==> src/rtl/fd_pkg.sv <==
// fd_pkg: shared types and constants for the frame_drawer write FIFO.
package fd_pkg;
  typedef enum logic [1:0] {IDLE, ISSUE, WAIT_BUSY, WAIT_DONE} fdw_state_t;
  localparam logic SRAM_RD = 1'b1;
  localparam logic SRAM_WR = 1'b0;
  localparam int FD_ADDR_W = 20;
  localparam int FD_DATA_W = 16;
  typedef struct packed {
    logic [FD_ADDR_W-1:0] addr;
    logic [FD_DATA_W-1:0] data;
  } fd_entry_t;
endpackage

==> src/rtl/sync_fifo.sv <==
// sync_fifo: power-of-two synchronous FIFO with occupancy count and first-word fall-through head.
module sync_fifo #(
  parameter int DEPTH = 16,
  parameter int W = 36,
  localparam int AW = $clog2(DEPTH),
  localparam int CW = AW + 1
) (
  input  logic          clk,
  input  logic          reset_n,
  input  logic          push,
  input  logic          pop,
  input  logic [W-1:0]  din,
  output logic [W-1:0]  dout,
  output logic [CW-1:0] count,
  output logic          full,
  output logic          empty
);
  logic [W-1:0] mem_q [DEPTH];
  logic [AW-1:0] wp_q, wp_d, rp_q, rp_d;
  logic [CW-1:0] cnt_q, cnt_d;
  always_comb begin
    wp_d = push ? wp_q + 1'b1 : wp_q;
    rp_d = pop ? rp_q + 1'b1 : rp_q;
    cnt_d = cnt_q + CW'(push) - CW'(pop);
  end
  always_ff @(posedge clk or negedge reset_n) begin
    if (!reset_n) begin
      wp_q <= '0;
      rp_q <= '0;
      cnt_q <= '0;
    end else begin
      wp_q <= wp_d;
      rp_q <= rp_d;
      cnt_q <= cnt_d;
    end
  end
  // Storage needs no reset; only pointers define validity.
  always_ff @(posedge clk) begin
    if (push) mem_q[wp_q] <= din;
  end
  assign dout = mem_q[rp_q];
  assign count = cnt_q;
  assign full = cnt_q == CW'(DEPTH);
  assign empty = cnt_q == '0;
endmodule

==> src/rtl/fd_write_fifo.sv <==
// fd_write_fifo: buffers frame_drawer pixel writes and drains them to sram_ctrl during VGA blanking.
module fd_write_fifo
  import fd_pkg::*;
#(
  parameter int DEPTH = 16,
  parameter int ADDR_W = 20,
  parameter int DATA_W = 16
) (
  input  logic                   clk,
  input  logic                   reset_n,
  input  logic                   wr_valid,
  input  logic [ADDR_W-1:0]      wr_addr,
  input  logic [DATA_W-1:0]      wr_data,
  output logic                   wr_ready,
  input  logic                   blank_n,
  input  logic [ADDR_W-1:0]      pixel_addr,
  input  logic                   sram_ready,
  output logic                   sram_start_n,
  output logic                   sram_rw,
  output logic [ADDR_W-1:0]      sram_addr,
  output logic [DATA_W-1:0]      sram_wdata,
  output logic [$clog2(DEPTH):0] count,
  output logic                   empty,
  output logic                   late_write
);
  fdw_state_t state_q, state_d;
  logic full, push, pop;
  logic [ADDR_W+DATA_W-1:0] head;
  assign wr_ready = !full;
  assign push = wr_valid && wr_ready;
  assign pop = state_q == WAIT_DONE && sram_ready;
  sync_fifo #(.DEPTH(DEPTH), .W(ADDR_W + DATA_W)) u_fifo (
    .clk(clk),
    .reset_n(reset_n),
    .push(push),
    .pop(pop),
    .din({wr_addr, wr_data}),
    .dout(head),
    .count(count),
    .full(full),
    .empty(empty)
  );
  always_comb begin
    state_d = state_q;
    case (state_q)
      IDLE: if (!empty && !blank_n && sram_ready) state_d = ISSUE;
      ISSUE: state_d = WAIT_BUSY;
      WAIT_BUSY: if (!sram_ready) state_d = WAIT_DONE;
      WAIT_DONE: if (sram_ready) state_d = IDLE;
    endcase
  end
  always_ff @(posedge clk or negedge reset_n) begin
    if (!reset_n) state_q <= IDLE;
    else state_q <= state_d;
  end
  // Head only advances at WAIT_DONE exit, so address/data hold for the whole write.
  assign sram_rw = state_q == IDLE ? SRAM_RD : SRAM_WR;
  assign sram_start_n = state_q != ISSUE;
  assign sram_addr = sram_rw == SRAM_WR ? head[ADDR_W+DATA_W-1:DATA_W] : pixel_addr;
  assign sram_wdata = head[DATA_W-1:0];
  assign late_write = pop && blank_n;
endmodule

==> config.mk <==
export PLATFORM = sky130hd
export DESIGN_NAME = fd_write_fifo
export DESIGN_NICKNAME = d
export VERILOG_FILES = /design/src/rtl/fd_pkg.sv /design/src/rtl/sync_fifo.sv /design/src/rtl/fd_write_fifo.sv
export SDC_FILE = /design/constraint.sdc
export NUM_CORES = 1
export LEC_CHECK = 0
export ABC_CLOCK_PERIOD_IN_PS = 5450
export BUFFER_PORTS_ARGS = -buffer_cell sky130_fd_sc_hd__buf_2
export CORE_ASPECT_RATIO = 1.75
export CORE_MARGIN = 1.5
export CORE_UTILIZATION = 61
export CTS_CLUSTER_DIAMETER = 50
export DETAILED_ROUTE_END_ITERATION = 10
export PLACE_DENSITY = 0.86
export SLEW_MARGIN = 20
export SYNTH_ARGS = -nofsm -noshare
export SYNTH_HDL_FRONTEND = slang
export SYNTH_SLANG_ARGS = --single-unit
==> constraint.sdc <==
create_clock -name clk -period 5.45 [get_ports clk]
set_input_delay 0.545 -clock clk [delete_from_list [all_inputs] [get_ports clk]]
set_output_delay 0.545 -clock clk [all_outputs]
set_load 0.01 [all_outputs]
==> flow_summary.toml <==
[synth]
yosysSeqAreaShare_pct = 76.56
async_reset_ff_share_pct = 2.538
synth_common_cells = "edfxtp_1 (576), mux4_2 (107), mux4_1 (53)"
synth_top_area_share_pct = 74.93
ys_ff_latch = 591
yosys_warnings = 0
synth_cell_types = 39
synthesis.nets = 1050
syn_avg_cell_area_um2 = 23.70
synth_edf_count = 576
synthMostInstantiatedCell = "edfxtp_1"
yosys_most_used_dff = "edfxtp_1"
netlist_instances = 974
synth.largest_area_cell = "edfxtp_1"
syn_area_um2 = 23080
synthTopCellsByArea = "edfxtp_1 (75%), mux4_2 (10%), mux4_1 (6.0%), dfrtp_1 (1.6%), mux2i_1 (0.87%)"

[route]
drtIter0Drc = 1209
wl_per_cell_um = 31.33
drtPass1Iterations = 7
drcViolationCount = 0
ant_nets = 0
vias_per_cell = 6.725
routed_wl_um = 50970
detailroute.via_count = 10941

[critical_path]
crit_type = "flip-flop to output port"
critPathCaptureType = "output port"
crit_fanout = 49
critPathArrivalTime_ns = 3.71
cp.required_ns = 4.91
critPathLaunchType = "flip-flop"

[floorplan]
core_um2 = 37400
die_x_um = 150.0
num_io_pins = 107
rows = 94
die-area_um2 = 39060
die_y_um = 260.3
start_util_pct = 61.72

[power_and_ir_drop]
power.density_nw_per_um2 = 519.6
leakagePower_uw = 0.008584
peakVddDrop_uv = 320.5

[grt]
first_global_vias = 11444
antenna_found_initial = 5
grt_util_all_layers_pct = 26.83
grt_pass1_wl_um = 73530
gr-total-overflow = 0
grt_max_degree = 69

[placed_design]
gp_congestion = 0.7419
dp_hpwl_um = 27250
portBuffers = 106

[sta]
tightest_slew_ns = 1.071
finClkSkew_ns = 0.01671
slew_violations = 0
final-hold-violation-count = 0
setup_violations = 0
relSlewSlack_pct = 28.59
fmax_mhz = 235.0
timing.setup.tns_ns = 0
min_period_over_period_pct = 78.08
fin_crit_ns = 4.255
rsz0062_at_grt = "false"

[clock_network]
cts_tree = "done"
clkTransAtPathRegs_ns = 0.06
root_buffer = "clkbuf_16"
cts_buffers = 47
cts_sinks = 591
clock_latency_ns = 0.57
cts_htree_levels = 2
cts_setup_buffers = 0
cts_resized = 0
holdBufCountCts = 1
clockBufferDepth = 3

[final_layout]
fin_util_pct = 69.21
drive_gt1_share_pct = 29.16
final_nets = 1181
area_delta_synth_final_pct = 12.14

[run_status]
status = "finished clean"

[job]
drv_cap = 0

[min_path]
min-delay-path-class = "input port to flip-flop"
==> path summary, 6_finish.rpt <==
kind / from / endpoint / slack [ns] / cells after the start
min in group asynchronous: reset_n / u_fifo.count[3] / 0.44 / 2
hold reg to reg: state_q[1] / state_q[1] / 0.58 / 1
hold / removal: sram_ready / u_fifo.rp_q[2] / 0.30 / 3
max in group asynchronous: reset_n / u_fifo.rp_q[2] / 4.70 / 2
setup / recovery: u_fifo.rp_q[0] / sram_wdata[13] / 1.19 / 4
setup reg to reg: u_fifo.count[2] / u_fifo.mem_q[15][32] / 2.14 / 8
==> power by group <==
| group | total [uW] | switching [uW] | internal, uW |
|---|---|---|---|
| Combinational | 3750 | 1930 | 1820 |
| Clock | 3710 | 1520 | 2200 |
| Sequential | 5990 | 500 | 5490 |
==> kinds of logic (layout without fill, tap and decap cells) <==
group,count (synthesis),after routing,share of synthesized area [%]
buf+inv,71,239,1.821
flops,591,591,76.56
mux,182,182,17.44
other cells,0,5,0
simple gates,36,36,0.8781
compound gates,69,69,2.076
xor+xnor,10,10,0.3795
fa+ha+maj,15,15,0.8456
==> stage by stage <==
step                cell area, um^2  power, uW  hold slack (ns)  cells  setup slack [ns]
finish                        25880      13450           0.2984   1627             1.195
global route                  25880      13880           0.3188   1626             1.127
CTS                           25870      13520           0.2821   1622             1.159
detailed placement            24170       9773           0.4763   1535             1.867
global placement              24170       9615           0.4689   1535             1.900
floorplan                     23080       8587           0.2494    974            0.4828
==> worst max-delay path, cell delays in order, from the launching register on <==
cell and delay, ns:
dfrtp_4 0.88, buf_4 0.79, mux4_1 0.72, mux4_2 0.55, buf_2 0.17
==> state kept, by name, summed over array words and instances (netlist names) <==
signal,cells
u_fifo.mem_q,576
u_fifo.count,5
u_fifo.rp_q,4
u_fifo.wp_q,4
state_q,2
==> metal layers <==
metal | GRT usage (%) | wire length, um | up-vias | share of wire (%)
li1 | - | - | 4455 | -
met3 | 3.409 | 3457 | 163 | 6.8
met5 | 0 | 13 | - | 0.026
met1 | 32.43 | 17390 | 5716 | 34
met4 | 15.44 | 2822 | 2 | 5.5
met2 | 46.47 | 27280 | 605 | 54
==> layout by cell type, fill, tap and decap left out, drive strengths merged, types with 3 or more instances in the layout <==
| cell type | count |
|---|---|
| nor2 | 5 |
| buf | 133 |
| mux2i | 20 |
| edfxtp | 576 |
| mux4 | 160 |
| and2 | 8 |
| o22ai | 20 |
| inv | 19 |
| nand3 | 3 |
| diode | 5 |
| a21o | 21 |
| xor2 | 3 |
| dfrtp | 15 |
| clkinv | 10 |
| a21oi | 3 |
| xnor2 | 7 |
| nor4 | 4 |
| bufinv | 11 |
| nand2 | 6 |
| ha | 14 |
| a211oi | 21 |
| clkbuf | 64 |
==> final cells by class <==
cell class                      count  area [um^2]
Sequential cell                   591        17690
Fill cell                        2134        11520
Multi-Input combinational cell    312         5057
Clock buffer                       64         1300
Timing Repair Buffer              134        768.2
Tap cell                          480        600.6
Clock inverter                     22        387.9
Inverter                           19        71.32
Antenna cell                        5        12.51
(Power assumes the default switching activity.)
